<file path="src/rtl/card_draw_scheduler.sv">
// rtl/card_draw_scheduler.sv - queued 16x16 card fill scheduler driving a VGA pixel plotter
// Requests are buffered in a small FIFO and expanded into per-pixel writes over a 3x3 card grid.
module card_draw_scheduler #(
  parameter int GRID_X0    = 50,
  parameter int GRID_Y0    = 30,
  parameter int PITCH      = 20,
  parameter int FIFO_DEPTH = 4
) (
  input  logic       clk,
  input  logic       reset_n,
  input  logic       req_valid,
  output logic       req_ready,
  input  logic       req_all,
  input  logic [3:0] req_card,
  input  logic [2:0] req_colour,
  output logic [7:0] x,
  output logic [6:0] y,
  output logic [2:0] colour,
  output logic       writeEn,
  output logic       busy,
  output logic       done,
  output logic       err
);

  localparam int PTR_W = (FIFO_DEPTH > 1) ? $clog2(FIFO_DEPTH) : 1;
  localparam int CNT_W = $clog2(FIFO_DEPTH + 1);
  localparam logic [PTR_W-1:0] LAST_PTR = PTR_W'(FIFO_DEPTH - 1);
  localparam logic [CNT_W-1:0] FULL_CNT = CNT_W'(FIFO_DEPTH);

  typedef enum logic [1:0] {IDLE, LOAD, DRAW, DONE} state_t;

  state_t           state_q, state_d;
  logic [7:0]       fifo_mem [FIFO_DEPTH];
  logic [PTR_W-1:0] wr_ptr, rd_ptr;
  logic [CNT_W-1:0] fifo_cnt;
  logic             push, pop, fifo_empty;
  logic [7:0]       head;

  logic             cur_all;
  logic [3:0]       cur_card;
  logic [2:0]       cur_colour;
  logic [7:0]       x0_q;
  logic [6:0]       y0_q;
  logic [7:0]       pix_cnt, pix_next;
  logic             start_draw, next_card, pix_adv;

  assign req_ready  = (fifo_cnt != FULL_CNT);
  assign fifo_empty = (fifo_cnt == '0);
  assign push       = req_valid && req_ready;
  assign head       = fifo_mem[rd_ptr];
  assign pix_next   = pix_cnt + 8'd1;

  assign writeEn = (state_q == DRAW);
  assign done    = (state_q == DONE);
  assign busy    = !fifo_empty || (state_q != IDLE);

  function automatic logic [7:0] card_x(input logic [3:0] card);
    case (card)
      4'd0, 4'd3, 4'd6: card_x = 8'(GRID_X0);
      4'd1, 4'd4, 4'd7: card_x = 8'(GRID_X0 + PITCH);
      default:          card_x = 8'(GRID_X0 + 2 * PITCH);
    endcase
  endfunction

  function automatic logic [6:0] card_y(input logic [3:0] card);
    case (card)
      4'd0, 4'd1, 4'd2: card_y = 7'(GRID_Y0);
      4'd3, 4'd4, 4'd5: card_y = 7'(GRID_Y0 + PITCH);
      default:          card_y = 7'(GRID_Y0 + 2 * PITCH);
    endcase
  endfunction

  // Entry storage needs no reset: occupancy alone decides what is valid.
  always_ff @(posedge clk) begin
    if (push) fifo_mem[wr_ptr] <= {req_all, req_card, req_colour};
  end

  always_ff @(posedge clk or negedge reset_n) begin
    if (!reset_n) begin
      wr_ptr   <= '0;
      rd_ptr   <= '0;
      fifo_cnt <= '0;
    end else begin
      if (push) wr_ptr <= (wr_ptr == LAST_PTR) ? '0 : wr_ptr + 1'b1;
      if (pop)  rd_ptr <= (rd_ptr == LAST_PTR) ? '0 : rd_ptr + 1'b1;
      if (push && !pop)      fifo_cnt <= fifo_cnt + 1'b1;
      else if (!push && pop) fifo_cnt <= fifo_cnt - 1'b1;
    end
  end

  always_ff @(posedge clk or negedge reset_n) begin
    if (!reset_n) state_q <= IDLE;
    else          state_q <= state_d;
  end

  always_comb begin
    state_d    = state_q;
    pop        = 1'b0;
    err        = 1'b0;
    start_draw = 1'b0;
    next_card  = 1'b0;
    pix_adv    = 1'b0;
    case (state_q)
      IDLE: begin
        if (!fifo_empty) begin
          pop     = 1'b1;
          state_d = LOAD;
        end
      end
      LOAD: begin
        if (!cur_all && (cur_card > 4'd8)) begin
          err     = 1'b1;
          state_d = IDLE;
        end else begin
          start_draw = 1'b1;
          state_d    = DRAW;
        end
      end
      DRAW: begin
        if (pix_cnt == 8'hFF) begin
          if (cur_all && (cur_card < 4'd8)) begin
            next_card = 1'b1;
            state_d   = LOAD;
          end else begin
            state_d = DONE;
          end
        end else begin
          pix_adv = 1'b1;
        end
      end
      DONE: begin
        if (!fifo_empty) begin
          pop     = 1'b1;
          state_d = LOAD;
        end else begin
          state_d = IDLE;
        end
      end
      default: state_d = IDLE;
    endcase
  end

  // x/y/colour are registered so they hold the last pixel whenever writeEn is low.
  always_ff @(posedge clk or negedge reset_n) begin
    if (!reset_n) begin
      cur_all    <= 1'b0;
      cur_card   <= '0;
      cur_colour <= '0;
      x0_q       <= '0;
      y0_q       <= '0;
      pix_cnt    <= '0;
      x          <= '0;
      y          <= '0;
      colour     <= '0;
    end else begin
      if (pop) begin
        cur_all    <= head[7];
        cur_card   <= head[7] ? 4'd0 : head[6:3];
        cur_colour <= head[2:0];
      end
      if (next_card) cur_card <= cur_card + 4'd1;
      if (start_draw) begin
        pix_cnt <= '0;
        x0_q    <= card_x(cur_card);
        y0_q    <= card_y(cur_card);
        x       <= card_x(cur_card);
        y       <= card_y(cur_card);
        colour  <= cur_colour;
      end
      if (pix_adv) begin
        pix_cnt <= pix_next;
        x       <= x0_q + {4'b0000, pix_next[3:0]};
        y       <= y0_q + {3'b000, pix_next[7:4]};
      end
    end
  end

endmodule

</file>
<file path="config.mk">
export PLATFORM = sky130hd
export DESIGN_NAME = card_draw_scheduler
export DESIGN_NICKNAME = d
export VERILOG_FILES = /design/src/rtl/card_draw_scheduler.sv
export SDC_FILE = /design/constraint.sdc
export NUM_CORES = 1
export LEC_CHECK = 0
export CAP_MARGIN = 20
export CORE_MARGIN = 2
export CORE_UTILIZATION = 46
export CTS_BUF_LIST = sky130_fd_sc_hd__clkbuf_8
export CTS_CLUSTER_DIAMETER = 50
export DETAILED_ROUTE_END_ITERATION = 12
export HOLD_SLACK_MARGIN = 0.15
export PLACE_DENSITY_LB_ADDON = 0.3
export SLEW_MARGIN = 20
export SYNTH_ARGS = -nofsm -noshare
export SYNTH_HDL_FRONTEND = slang
export SYNTH_SLANG_ARGS = --single-unit
</file>
<file path="constraint.sdc">
create_clock -name clk -period 6 [get_ports clk]
set_input_delay 1.2 -clock clk [delete_from_list [all_inputs] [get_ports clk]]
set_output_delay 1.2 -clock clk [all_outputs]
set_load 0.01 [all_outputs]
</file>
==> results.py <==
metrics = {
    "yosys": {
        "synth_edf_count": 32,
        "synth.area.top_cells": "dfrtp_1 (31%), edfxtp_1 (23%), ha_1 (6.5%)",
        "synth_top_cell_by_area": "dfrtp_1",
        "netlist_top_cells_count": "dfrtp_1 (52), nand2_1 (40), edfxtp_1 (32)",
        "ys.flop_type": "dfrtp_1",
        "yosysUniqueCellTypes": 56,
        "yosys_warnings": 0,
        "synthXorXnorAreaFrac_pct": 3.530,
        "ys_seq_area_share_pct": 53.63,
        "ys_ff_latch": 84,
        "synth_fa_ha_area_share_pct": 7.950,
        "netlist.area_leader.share_pct": 30.85,
        "syn-cell-area_um2": 4218,
        "synthSimpleGateAreaFrac_pct": 13.41,
        "syn_nets": 380,
        "syn_area_per_cell_um2": 12.26,
        "synth-compound-area-share_pct": 10.71,
        "synthCells": 344,
        "synth_top_family_by_area": "simple AND/OR/NAND/NOR gates",
        "synthArstFlopShare_pct": 61.90,
        "synth.mux.area_fraction_pct": 7.683,
        "yosysMostFrequentCell": "dfrtp_1",
    },
    "setup_path": {
        "cp_max_fo": 6,
        "critical_path_class": "flip-flop to output pin",
        "cp-startpoint": "cur_card[0]",
        "cp-start-kind": "flip-flop",
        "path_cells": "inv_1, ha_1, and2b_1, nor3b_1, clkdlybuf4s50_1",
        "ff2ff_setup_slack_ps": 3390,
        "critPathCaptureType": "output pin",
        "worstPathArrival_ps": 2290,
        "crit_end": "err",
        "r2r-start": "x[0]",
        "r2r_cells": 9,
        "max_stage_delay_ps": 600,
        "reg2reg_to": "y[6]",
        "cp_slowest_cell": "clkdlybuf4s50_1",
        "worstPathRequired_ps": 4800,
    },
    "finish": {
        "finalNonFillerCells": 488,
        "syn_to_final_growth_pct": 13.97,
        "n_fill_cell": 752,
        "nets": 411,
        "ff_latch_area_um2": 2262,
        "antennaDiodeCount": 0,
        "drive_gt1_share_pct": 13.16,
        "multi_input_area_um2": 1826,
    },
    "die": {
        "die-area_um2": 9951,
        "die_y_um": 99.76,
        "core_region_area_um2": 8806,
        "die_w_um": 99.76,
        "initial_core_util_pct": 47.90,
        "num_rows": 34,
        "io_pins": 34,
    },
    "placed_design": {
        "gp_congestion": 0.7888,
        "dp_hpwl_mm": 5.404,
        "place_ws_ps": 2932,
        "dpl.cell_count": 472,
        "portBuffers": 33,
    },
    "sta": {
        "tightestPinTransition_ps": 1062,
        "slew_headroom_pct": 29.19,
        "fmax_mhz": 286.5,
        "setup_violations": 0,
        "finalHoldViolCount": 0,
        "slew_violations": 0,
        "tns_ps": 0,
        "fin_skew_ps": 7.202,
        "period_share_pct": 58.17,
        "worst_slack_ps": 2510,
        "holdWs_ps": 479.7,
        "fin_crit_ps": 3490,
        "grt_setup_unrepaired": "false",
    },
    "min_path": {
        "worstHoldPathType": "flip-flop to flip-flop",
    },
    "route": {
        "final_antenna_net_count": 0,
        "vias_per_cell": 5.527,
        "first_pass_iters": 6,
        "drc": 0,
        "finalWirelength_mm": 7.743,
        "drt_iter0_markers": 93,
        "num_vias": 2697,
        "wl_per_cell_um": 15.87,
    },
    "clock_tree": {
        "clockBufferDepth": 2,
        "clk_pin_slew_ps": 90,
        "cts.sinks": 84,
        "cts_htree_levels": 3,
        "cts_buffers": 9,
        "post_cts_buffers": 0,
        "clk_latency_ps": 360,
        "cts_resized": 0,
        "hold_buffers": 0,
        "cts_tree": "yes",
        "cts_root_buffer": "clkbuf_8",
    },
    "power": {
        "total_power_w": 0.002410,
        "p_per_area_nw_per_um2": 501.4,
        "ir_worst_vdd_v": 0.0002505,
        "cellLeakagePower_nw": 1.991,
    },
    "global_routing": {
        "grt_max_degree": 53,
        "grt_pass1_vias": 2707,
        "track_usage_pct": 17.10,
        "overflow": 0,
        "grt_first_pass_wirelength_mm": 13.21,
        "grt_antenna_before_repair": 0,
    },
    "run_status": {
        "status": "completed",
    },
    "job": {
        "cap_violations": 0,
    },
}
area by class of cell:
type	instances	share of cell area (%)
inverter	12	0.9370
clock inverter	7	1.718
tap	108	2.811
multi-input combinational	234	37.97
timing repair buffer	34	6.923
sequential	84	47.06
clock buffer	9	2.577
critical path: cells and delay by family, from the launching register on:
kind | cells | cell delay [ps]
adder cells (fa/ha/maj) | 1 | 250
buffers and inverters | 2 | 690
flip-flops | 1 | 440
AND/OR/NAND/NOR | 2 | 550
placed cells by master (no fill, tap or decap), types with 3 or more instances in the layout:
cell,netlist,layout
mux2_2,7,7
nand2_1,40,40
o21ai_0,12,12
edfxtp_1,32,32
dfrtp_1,52,52
inv_1,11,11
a21oi_1,14,14
nand3_1,15,15
xnor2_1,9,9
xor2_1,8,8
and3_1,6,6
nand2b_1,3,3
nor2_1,19,19
nor3_1,5,5
nor2b_1,6,6
clkdlybuf4s50_1,0,32
mux4_2,8,8
o21ai_2,3,3
clkbuf_8,0,9
nand3b_1,3,3
mux2i_1,5,5
fa_1,3,3
o221ai_1,3,3
ha_1,22,22
a211oi_1,4,4
a21o_1,7,7
o31ai_1,3,3
cell families (layout without fill, tap and decap cells):
family / after synthesis / count (layout)
adder cells (fa/ha/maj): 25 / 25
AND/OR/NAND/NOR: 110 / 110
multiplexers: 21 / 21
XOR/XNOR: 17 / 17
buffers and inverters: 26 / 62
AO/OA/AOI/OAI: 61 / 61
flip-flops: 84 / 84
registers in the layout, indices dropped and copies added (netlist names):
signal,flops
fifo_mem,32
x,8
y,7
pix_cnt,6
y0_q,6
x0_q,5
cur_card,4
colour,3
cur_colour,3
fifo_cnt,3
rd_ptr,2
state_q,2
wr_ptr,2
cur_all,1
per-layer routing:
layer  track usage (%)  vias to the layer above  part of all wire (%)
li1                  -                     1305                     -
met1             20.93                     1330                    43
met2             29.47                       54                    52
met3             4.006                        8                   3.9
met4             6.428                        0                   1.3
met5                 0                        -                     0
power breakdown:
part / total, W / switching (W) / internal (W)
combinational: 0.00104 / 0.000539 / 0.000496
sequential: 0.000958 / 0.000167 / 0.000790
clock: 0.000417 / 0.000218 / 0.000199
total: 0.00241 / 0.000925 / 0.00149
how the worst min path moves through the flow:
stage                             start  slack [ps]  cells after the start         to
final                     cur_colour[2]         480                      2  colour[2]
after global placement    cur_colour[2]         460                      2  colour[2]
after floorplan           cur_colour[0]         440                      2  colour[0]
after detailed placement  cur_colour[2]         460                      2  colour[2]
after CTS                 cur_colour[2]         490                      2  colour[2]
after global routing      cur_colour[2]         500                      2  colour[2]
through the flow:
step           cell area [µm²]  util (%)
6_report                  4807     54.59
5_1_grt                   4807     54.59
4_1_cts                   4807     54.59
3_5_place_dp              4601     52.25
3_3_place_gp              4601     52.25
2_1_floorplan             4218         -
Note: power is estimated with default switching activity, not from simulation.
